$ cat src/rtl/stream_div_pkg.sv
// Shared types and helpers for the byte-stream divider and its iterative core.
package stream_div_pkg;

  typedef enum logic [2:0] {
    ST_IDLE,
    ST_LOAD_DIVIDEND,
    ST_LOAD_DIVISOR,
    ST_DIVIDE,
    ST_DONE
  } state_e;

  typedef enum logic [1:0] {
    CORE_IDLE,
    CORE_ITER,
    CORE_FIX
  } core_state_e;

  function automatic int bytes_per_op(input int width);
    return width / 8;
  endfunction

endpackage

$ cat src/rtl/stream_divider_if.sv
// Byte-stream input, operation control and result signals of stream_divider.
interface stream_divider_if #(
  parameter int WIDTH_P = 32,
  parameter int LEN_W_P = 16
);

  logic               valid_i;
  logic [7:0]         data_i;
  logic               ready_o;
  logic               start_i;
  logic [LEN_W_P-1:0] len_i;
  logic               signed_i;
  logic               done_o;
  logic               busy_o;
  logic [WIDTH_P-1:0] result_o;
  logic [WIDTH_P-1:0] remainder_o;
  logic               div_by_zero_o;

  modport slave (
    input  valid_i, data_i, start_i, len_i, signed_i,
    output ready_o, done_o, busy_o, result_o, remainder_o, div_by_zero_o
  );

  modport master (
    output valid_i, data_i, start_i, len_i, signed_i,
    input  ready_o, done_o, busy_o, result_o, remainder_o, div_by_zero_o
  );

endinterface

$ cat src/rtl/div_core.sv
// Restoring shift-subtract divider, one quotient bit per cycle, with signed
// magnitude handling and a defined divide-by-zero result.
module div_core
  import stream_div_pkg::*;
#(
  parameter int WIDTH_P = 32
) (
  input  logic               clk_i,
  input  logic               rst_ni,
  input  logic               start_i,
  input  logic               signed_i,
  input  logic [WIDTH_P-1:0] dividend_i,
  input  logic [WIDTH_P-1:0] divisor_i,
  output logic               done_o,
  output logic [WIDTH_P-1:0] quotient_o,
  output logic [WIDTH_P-1:0] remainder_o,
  output logic               dbz_o
);

  localparam int CNT_W = $clog2(WIDTH_P);

  core_state_e        state_reg, state_next;
  logic [WIDTH_P-1:0] quo_reg, quo_next;
  logic [WIDTH_P-1:0] rem_reg, rem_next;
  logic [WIDTH_P-1:0] div_reg, div_next;
  logic [CNT_W-1:0]   cnt_reg, cnt_next;
  logic               neg_q_reg, neg_q_next;
  logic               neg_r_reg, neg_r_next;
  logic               dbz_reg, dbz_next;
  logic               done_reg, done_next;
  logic [WIDTH_P-1:0] quot_out_reg, quot_out_next;
  logic [WIDTH_P-1:0] rem_out_reg, rem_out_next;

  logic               a_neg, d_neg;
  logic [WIDTH_P-1:0] a_mag, d_mag;
  logic [WIDTH_P:0]   shifted;
  logic               q_bit;

  assign a_neg   = signed_i & dividend_i[WIDTH_P-1];
  assign d_neg   = signed_i & divisor_i[WIDTH_P-1];
  assign a_mag   = a_neg ? -dividend_i : dividend_i;
  assign d_mag   = d_neg ? -divisor_i : divisor_i;
  // The partial remainder stays below the divisor, so the trial value fits WIDTH_P+1 bits.
  assign shifted = {rem_reg, quo_reg[WIDTH_P-1]};
  assign q_bit   = shifted >= {1'b0, div_reg};

  always_comb begin
    state_next    = state_reg;
    quo_next      = quo_reg;
    rem_next      = rem_reg;
    div_next      = div_reg;
    cnt_next      = cnt_reg;
    neg_q_next    = neg_q_reg;
    neg_r_next    = neg_r_reg;
    dbz_next      = dbz_reg;
    done_next     = 1'b0;
    quot_out_next = quot_out_reg;
    rem_out_next  = rem_out_reg;

    case (state_reg)
      CORE_IDLE: begin
        if (start_i) begin
          if (divisor_i == '0) begin
            // Skip iteration; the fixup cycle publishes all-ones / dividend unchanged.
            quo_next   = '1;
            rem_next   = dividend_i;
            neg_q_next = 1'b0;
            neg_r_next = 1'b0;
            dbz_next   = 1'b1;
            state_next = CORE_FIX;
          end else begin
            quo_next   = a_mag;
            rem_next   = '0;
            div_next   = d_mag;
            cnt_next   = '0;
            neg_q_next = a_neg ^ d_neg;
            neg_r_next = a_neg;
            dbz_next   = 1'b0;
            state_next = CORE_ITER;
          end
        end
      end
      CORE_ITER: begin
        rem_next = q_bit ? (shifted[WIDTH_P-1:0] - div_reg) : shifted[WIDTH_P-1:0];
        quo_next = {quo_reg[WIDTH_P-2:0], q_bit};
        cnt_next = cnt_reg + 1'b1;
        if (cnt_reg == CNT_W'(WIDTH_P - 1)) begin
          state_next = CORE_FIX;
        end
      end
      CORE_FIX: begin
        quot_out_next = neg_q_reg ? -quo_reg : quo_reg;
        rem_out_next  = neg_r_reg ? -rem_reg : rem_reg;
        done_next     = 1'b1;
        state_next    = CORE_IDLE;
      end
      default: state_next = CORE_IDLE;
    endcase
  end

  always_ff @(posedge clk_i or negedge rst_ni) begin
    if (!rst_ni) begin
      state_reg    <= CORE_IDLE;
      quo_reg      <= '0;
      rem_reg      <= '0;
      div_reg      <= '0;
      cnt_reg      <= '0;
      neg_q_reg    <= 1'b0;
      neg_r_reg    <= 1'b0;
      dbz_reg      <= 1'b0;
      done_reg     <= 1'b0;
      quot_out_reg <= '0;
      rem_out_reg  <= '0;
    end else begin
      state_reg    <= state_next;
      quo_reg      <= quo_next;
      rem_reg      <= rem_next;
      div_reg      <= div_next;
      cnt_reg      <= cnt_next;
      neg_q_reg    <= neg_q_next;
      neg_r_reg    <= neg_r_next;
      dbz_reg      <= dbz_next;
      done_reg     <= done_next;
      quot_out_reg <= quot_out_next;
      rem_out_reg  <= rem_out_next;
    end
  end

  assign done_o      = done_reg;
  assign quotient_o  = quot_out_reg;
  assign remainder_o = rem_out_reg;
  assign dbz_o       = dbz_reg;

endmodule

$ cat src/rtl/stream_divider.sv
// Collects a dividend and a chain of divisors as big-endian byte streams and
// divides them in sequence through div_core, holding the final result.
module stream_divider
  import stream_div_pkg::*;
#(
  parameter int WIDTH_P = 32,
  parameter int LEN_W_P = 16
) (
  input  logic            clk_i,
  input  logic            rst_ni,
  stream_divider_if.slave bus
);

  localparam int NB   = bytes_per_op(WIDTH_P);
  localparam int BC_W = $clog2(NB + 1);

  state_e             state_reg, state_next;
  logic [BC_W-1:0]    byte_cnt_reg, byte_cnt_next;
  logic [LEN_W_P-1:0] chain_cnt_reg, chain_cnt_next;
  logic [WIDTH_P-1:0] acc_reg, acc_next;
  logic [WIDTH_P-1:0] dividend_reg, dividend_next;
  logic [WIDTH_P-1:0] result_reg, result_next;
  logic [WIDTH_P-1:0] remainder_reg, remainder_next;
  logic               signed_reg, signed_next;
  logic               dbz_reg, dbz_next;
  logic               core_start_reg, core_start_next;

  logic               ready;
  logic               accept;
  logic               last_byte;
  logic [WIDTH_P-1:0] acc_shift;
  logic               core_done;
  logic               core_dbz;
  logic [WIDTH_P-1:0] core_quotient;
  logic [WIDTH_P-1:0] core_remainder;

  assign ready     = (state_reg == ST_LOAD_DIVIDEND) || (state_reg == ST_LOAD_DIVISOR);
  assign accept    = bus.valid_i && ready;
  assign acc_shift = (acc_reg << 8) | WIDTH_P'(bus.data_i);
  assign last_byte = byte_cnt_reg == BC_W'(NB - 1);

  // The divisor is read straight from the accumulator; no bytes are accepted while dividing.
  div_core #(
    .WIDTH_P (WIDTH_P)
  ) u_core (
    .clk_i       (clk_i),
    .rst_ni      (rst_ni),
    .start_i     (core_start_reg),
    .signed_i    (signed_reg),
    .dividend_i  (dividend_reg),
    .divisor_i   (acc_reg),
    .done_o      (core_done),
    .quotient_o  (core_quotient),
    .remainder_o (core_remainder),
    .dbz_o       (core_dbz)
  );

  always_comb begin
    state_next      = state_reg;
    byte_cnt_next   = byte_cnt_reg;
    chain_cnt_next  = chain_cnt_reg;
    acc_next        = acc_reg;
    dividend_next   = dividend_reg;
    result_next     = result_reg;
    remainder_next  = remainder_reg;
    signed_next     = signed_reg;
    dbz_next        = dbz_reg;
    core_start_next = 1'b0;

    case (state_reg)
      ST_IDLE: begin
        if (bus.start_i) begin
          signed_next    = bus.signed_i;
          chain_cnt_next = (bus.len_i == '0) ? LEN_W_P'(1) : bus.len_i;
          result_next    = '0;
          remainder_next = '0;
          dbz_next       = 1'b0;
          byte_cnt_next  = '0;
          acc_next       = '0;
          state_next     = ST_LOAD_DIVIDEND;
        end
      end
      ST_LOAD_DIVIDEND: begin
        if (accept) begin
          acc_next = acc_shift;
          if (last_byte) begin
            byte_cnt_next = '0;
            dividend_next = acc_shift;
            state_next    = ST_LOAD_DIVISOR;
          end else begin
            byte_cnt_next = byte_cnt_reg + 1'b1;
          end
        end
      end
      ST_LOAD_DIVISOR: begin
        if (accept) begin
          acc_next = acc_shift;
          if (last_byte) begin
            byte_cnt_next   = '0;
            core_start_next = 1'b1;
            state_next      = ST_DIVIDE;
          end else begin
            byte_cnt_next = byte_cnt_reg + 1'b1;
          end
        end
      end
      ST_DIVIDE: begin
        if (core_done) begin
          dividend_next  = core_quotient;
          chain_cnt_next = chain_cnt_reg - 1'b1;
          dbz_next       = dbz_reg | core_dbz;
          if (chain_cnt_reg == LEN_W_P'(1)) begin
            result_next    = core_quotient;
            remainder_next = core_remainder;
            state_next     = ST_DONE;
          end else begin
            state_next = ST_LOAD_DIVISOR;
          end
        end
      end
      ST_DONE: state_next = ST_IDLE;
      default: state_next = ST_IDLE;
    endcase
  end

  always_ff @(posedge clk_i or negedge rst_ni) begin
    if (!rst_ni) begin
      state_reg      <= ST_IDLE;
      byte_cnt_reg   <= '0;
      chain_cnt_reg  <= '0;
      acc_reg        <= '0;
      dividend_reg   <= '0;
      result_reg     <= '0;
      remainder_reg  <= '0;
      signed_reg     <= 1'b0;
      dbz_reg        <= 1'b0;
      core_start_reg <= 1'b0;
    end else begin
      state_reg      <= state_next;
      byte_cnt_reg   <= byte_cnt_next;
      chain_cnt_reg  <= chain_cnt_next;
      acc_reg        <= acc_next;
      dividend_reg   <= dividend_next;
      result_reg     <= result_next;
      remainder_reg  <= remainder_next;
      signed_reg     <= signed_next;
      dbz_reg        <= dbz_next;
      core_start_reg <= core_start_next;
    end
  end

  assign bus.ready_o       = ready;
  assign bus.busy_o        = state_reg != ST_IDLE;
  assign bus.done_o        = state_reg == ST_DONE;
  assign bus.result_o      = result_reg;
  assign bus.remainder_o   = remainder_reg;
  assign bus.div_by_zero_o = dbz_reg;

endmodule

$ cat src/flat_wrapper.sv
// flat-port wrapper written by rule: the top's interface ports become plain ports
module stream_divider_flat import stream_div_pkg::*;
#(
  parameter int WIDTH_P = 32,
  parameter int LEN_W_P = 16
)
  (clk_i, rst_ni, bus_valid_i, bus_data_i, bus_start_i, bus_len_i, bus_signed_i, bus_ready_o, bus_done_o, bus_busy_o, bus_result_o, bus_remainder_o, bus_div_by_zero_o);
  stream_divider_if #(.WIDTH_P(WIDTH_P), .LEN_W_P(LEN_W_P)) bus_i ();
  input  logic clk_i;
  input  logic rst_ni;
  input wire logic [$bits(bus_i.valid_i)-1:0] bus_valid_i;
  input wire logic [$bits(bus_i.data_i)-1:0] bus_data_i;
  input wire logic [$bits(bus_i.start_i)-1:0] bus_start_i;
  input wire logic [$bits(bus_i.len_i)-1:0] bus_len_i;
  input wire logic [$bits(bus_i.signed_i)-1:0] bus_signed_i;
  output wire logic [$bits(bus_i.ready_o)-1:0] bus_ready_o;
  output wire logic [$bits(bus_i.done_o)-1:0] bus_done_o;
  output wire logic [$bits(bus_i.busy_o)-1:0] bus_busy_o;
  output wire logic [$bits(bus_i.result_o)-1:0] bus_result_o;
  output wire logic [$bits(bus_i.remainder_o)-1:0] bus_remainder_o;
  output wire logic [$bits(bus_i.div_by_zero_o)-1:0] bus_div_by_zero_o;
  assign bus_i.valid_i = bus_valid_i;
  assign bus_i.data_i = bus_data_i;
  assign bus_i.start_i = bus_start_i;
  assign bus_i.len_i = bus_len_i;
  assign bus_i.signed_i = bus_signed_i;
  assign bus_ready_o = bus_i.ready_o;
  assign bus_done_o = bus_i.done_o;
  assign bus_busy_o = bus_i.busy_o;
  assign bus_result_o = bus_i.result_o;
  assign bus_remainder_o = bus_i.remainder_o;
  assign bus_div_by_zero_o = bus_i.div_by_zero_o;
  stream_divider #(.WIDTH_P(WIDTH_P), .LEN_W_P(LEN_W_P)) u_core (.clk_i(clk_i), .rst_ni(rst_ni), .bus(bus_i));
endmodule
$ cat config.mk
export PLATFORM = sky130hd
export DESIGN_NAME = stream_divider_flat
export DESIGN_NICKNAME = d
export VERILOG_FILES = /design/src/rtl/stream_div_pkg.sv /design/src/rtl/stream_divider_if.sv /design/src/rtl/div_core.sv /design/src/rtl/stream_divider.sv /design/src/flat_wrapper.sv
export SDC_FILE = /design/constraint.sdc
export NUM_CORES = 1
export LEC_CHECK = 0
export ABC_AREA = 1
export BUFFER_PORTS_ARGS = -buffer_cell sky130_fd_sc_hd__clkbuf_2
export CORE_UTILIZATION = 68
export CTS_CLUSTER_SIZE = 16
export DETAILED_ROUTE_END_ITERATION = 8
export PLACE_DENSITY = 0.87
export SETUP_SLACK_MARGIN = 0.5
export SYNTH_ARGS = -nofsm -noshare
export SYNTH_HDL_FRONTEND = slang
export SYNTH_HIERARCHICAL = 1
export SYNTH_SLANG_ARGS = --single-unit
$ cat constraint.sdc
create_clock -name clk_i -period 5.4 [get_ports clk_i]
set_input_delay 0.81 -clock clk_i [delete_from_list [all_inputs] [get_ports clk_i]]
set_output_delay 0.81 -clock clk_i [all_outputs]
set_load 0.01 [all_outputs]
==> out/qor.yml <==
synthesis:
  syn-instance-count: 3020
  async_reset_ff_frac: 1.000
  synth.distinct_cells: 50
  synth_edf_count: 0
  synth.net_count: 3091
  yosysWarnings: 6
  synth.yosys.seq_area_share: 0.3831
  synth_flop_cell: "dfrtp_1"
  synth_area_sq_mm: 0.02116
  ys_ff_latch: 324
  synth_area_per_cell_sq_um: 7.008
drt:
  routedWlPerCell_um: 18.99
  routed_wl_um: 65790
  drtPass1Iterations: 7
  ant_nets: 0
  drtIter0Drc: 2538
  vias: 20840
  via_per_inst: 6.015
  drc_errors: 0
grt:
  grtUsageMet2: 0.6332
  grt.overflow.total: 0
  use_met1: 0.5672
  grt_max_degree: 134
  antenna_found_initial: 1
  grt_use_total: 0.4162
  use_met3: 0.08973
  grt_pass1_wl_um: 103100
  grt_pass1_vias: 19560
  busiest_layer: "met2"
timing:
  timing.fmax_mhz: 267.3
  finalCriticalPeriod_ns: 3.741
  fin_crit_sh: 0.6928
  slew-limit-headroom: 0.1071
  slew_violations: 0
  rsz0062_at_grt: "no"
  setup-tns-final_ns: 0
  tightest_slew_ns: 1.336
  hold_slack_ns: 0.3154
  finalHoldViolCount: 0
  fin_skew_ns: 0.02541
  finalSetupViolCount: 0
final_layout:
  layout_common_cells: "nand2_1, inv_1, dfrtp_1"
  multi_input_area_sq_mm: 0.01082
  finalInstanceArea_sq_mm: 0.02278
  finish.utilization: 0.7447
  fin_nets: 3116
  register_area_sq_mm: 0.008108
  layout-drive-gt1-share: 0.1053
  fillCellCount: 2383
  layout_commonest_cell: "nand2_1"
  areaGrowthSynthToFinish_pct: 7.645
clock_network:
  cts_hold_buf: 0
  cts_buffer_depth: 3
  insertion_delay_ns: 0.53
  cts_root_buf: "clkbuf_16"
  htree_levels: 2
  numCtsBuffers: 35
  post_cts_resized: 0
  clock_sinks: 324
  cts_tree: "built"
  post-cts-setup-buffers: 0
  path_clk_slew_ns: 0.06
critical_path:
  worstSetupPathType: "reg -> reg"
  crit_chain: "inv_1 > nand3_2 > buf_4 > inv_2 > nand4_2 > nand2_4 > nand2_4 > nand2_1 > nand2_1"
  slowest_stage: "nand2_4"
  cp.required_ns: 5.80
  crit_arrival_ns: 4.14
  worstRegToRegCells: 9
  r2r_end: "u_core/bus.result_o[24]"
  worst_setup_path_start_kind: "register"
  rrSetupSlack_ns: 1.66
  path_max_fanout: 65
  max_stage_delay_ns: 0.81
  r2r_start: "u_core/state_reg[2]"
  cp-end-kind: "register"
power:
  power_density_mw_per_mm2: 671.5
  p_leak_nw: 12.07
  ir_drop_mv: 0.3542
placed_design:
  io_buffers: 96
  place.gp.congestion: 0.9871
  dp_hpwl_um: 47250
  place_area_sq_mm: 0.02159
run:
  timing.max_cap.violations: 0
floorplanning:
  rows: 64
  fp.coreArea_sq_mm: 0.03059
  die_x_um: 178.4
  initial_core_util: 0.6918
  die_height_um: 178.4
  ios: 97
  die_area_sq_mm: 0.03183
outcome:
  outcome: "finished clean"
min_path:
  hold_path_class: "in -> async"
[per-stage QoR]
step	instances	total power, mW	setup slack, ns
2_1_floorplan	3020	10.14	3.379
3_3_place_gp	3404	12.19	2.061
3_5_place_dp	3404	12.43	1.845
4_1_cts	3463	15.01	1.746
5_1_grt	3463	16.35	1.495
6_report	3464	15.30	1.659
[how the worst max path moves through the flow]
stage / start / to / depth (start not counted)
final: u_core/state_reg[2] / u_core/bus.result_o[24] / 9
after global routing: u_core/state_reg[2] / u_core/bus.result_o[24] / 9
after CTS: u_core/state_reg[2] / u_core/bus.remainder_o[20] / 9
after detailed placement: u_core/state_reg[2] / u_core/bus.result_o[26] / 9
after global placement: u_core/state_reg[2] / u_core/bus.result_o[26] / 9
after floorplan: u_core/u_core/quo_reg[31] / u_core/u_core/rem_reg[16] / 16
[cells in the mapped netlist, types with 7 or more instances]
| cell type | n | area [sq um] |
|---|---|---|
| a21oi_1 | 87 | 435.4 |
| a31oi_1 | 13 | 81.33 |
| buf_1 | 7 | 26.28 |
| buf_2 | 32 | 160.2 |
| buf_4 | 8 | 60.06 |
| buf_6 | 23 | 259.0 |
| clkbuf_1 | 53 | 198.9 |
| dfrtp_1 | 324 | 8108 |
| ha_1 | 41 | 513.0 |
| inv_1 | 392 | 1471 |
| inv_2 | 18 | 67.56 |
| nand2_1 | 880 | 3303 |
| nand2_2 | 14 | 87.58 |
| nand3_1 | 260 | 1301 |
| nand3_2 | 67 | 670.6 |
| nand3b_1 | 10 | 75.07 |
| nand4_1 | 50 | 312.8 |
| nor2_1 | 271 | 1017 |
| nor2_2 | 14 | 87.58 |
| nor3_1 | 26 | 130.1 |
| nor4_1 | 10 | 62.56 |
| o211ai_1 | 8 | 60.06 |
| o21ai_0 | 199 | 996.0 |
| o21ai_1 | 52 | 260.3 |
| o21ai_2 | 7 | 61.31 |
| or2_2 | 8 | 50.05 |
| xnor2_1 | 13 | 113.9 |
| xor2_1 | 85 | 744.5 |
[layer usage]
metal,wire length (um),share of wire
met5,0,0
met4,3164,0.048
met3,7459,0.11
met2,28850,0.44
met1,26310,0.40
[power breakdown]
part	internal [mW]	total (mW)	switching [mW]
clock network	1.49	2.48	0.995
logic	2.47	8.31	5.84
registers	3.33	4.50	1.17
total	7.29	15.3	8.00
[cells by family (layout without fill, tap and decap cells)]
kind of cell | after synthesis | count (layout) | share of synthesized area
AND/OR/NAND/NOR | 1631 | 1631 | 0.3459
buffers and inverters | 536 | 583 | 0.1067
AO/OA/AOI/OAI | 389 | 389 | 0.09856
flip-flops | 324 | 324 | 0.3831
XOR/XNOR | 98 | 98 | 0.04056
adder cells (fa/ha/maj) | 42 | 42 | 0.02519
other | 0 | 1 | 0
[worst max-delay path: cells and delay by family (launching register included)]
| kind | cells | cell delay [ns] |
|---|---|---|
| DFF | 1 | 0.41 |
| buffers and inverters | 3 | 0.94 |
| and+or+nand+nor | 6 | 2.18 |
[cell type report]
type / count / area share
Clock inverter: 10 / 0.006371
Tap cell: 396 / 0.02175
Sequential cell: 324 / 0.3559
Multi-Input combinational cell: 2160 / 0.4748
Inverter: 412 / 0.06805
Timing Repair Buffer: 112 / 0.02735
Antenna cell: 1 / 0.0001098
Clock buffer: 49 / 0.04564
Note: power is estimated with default switching activity, not from simulation.
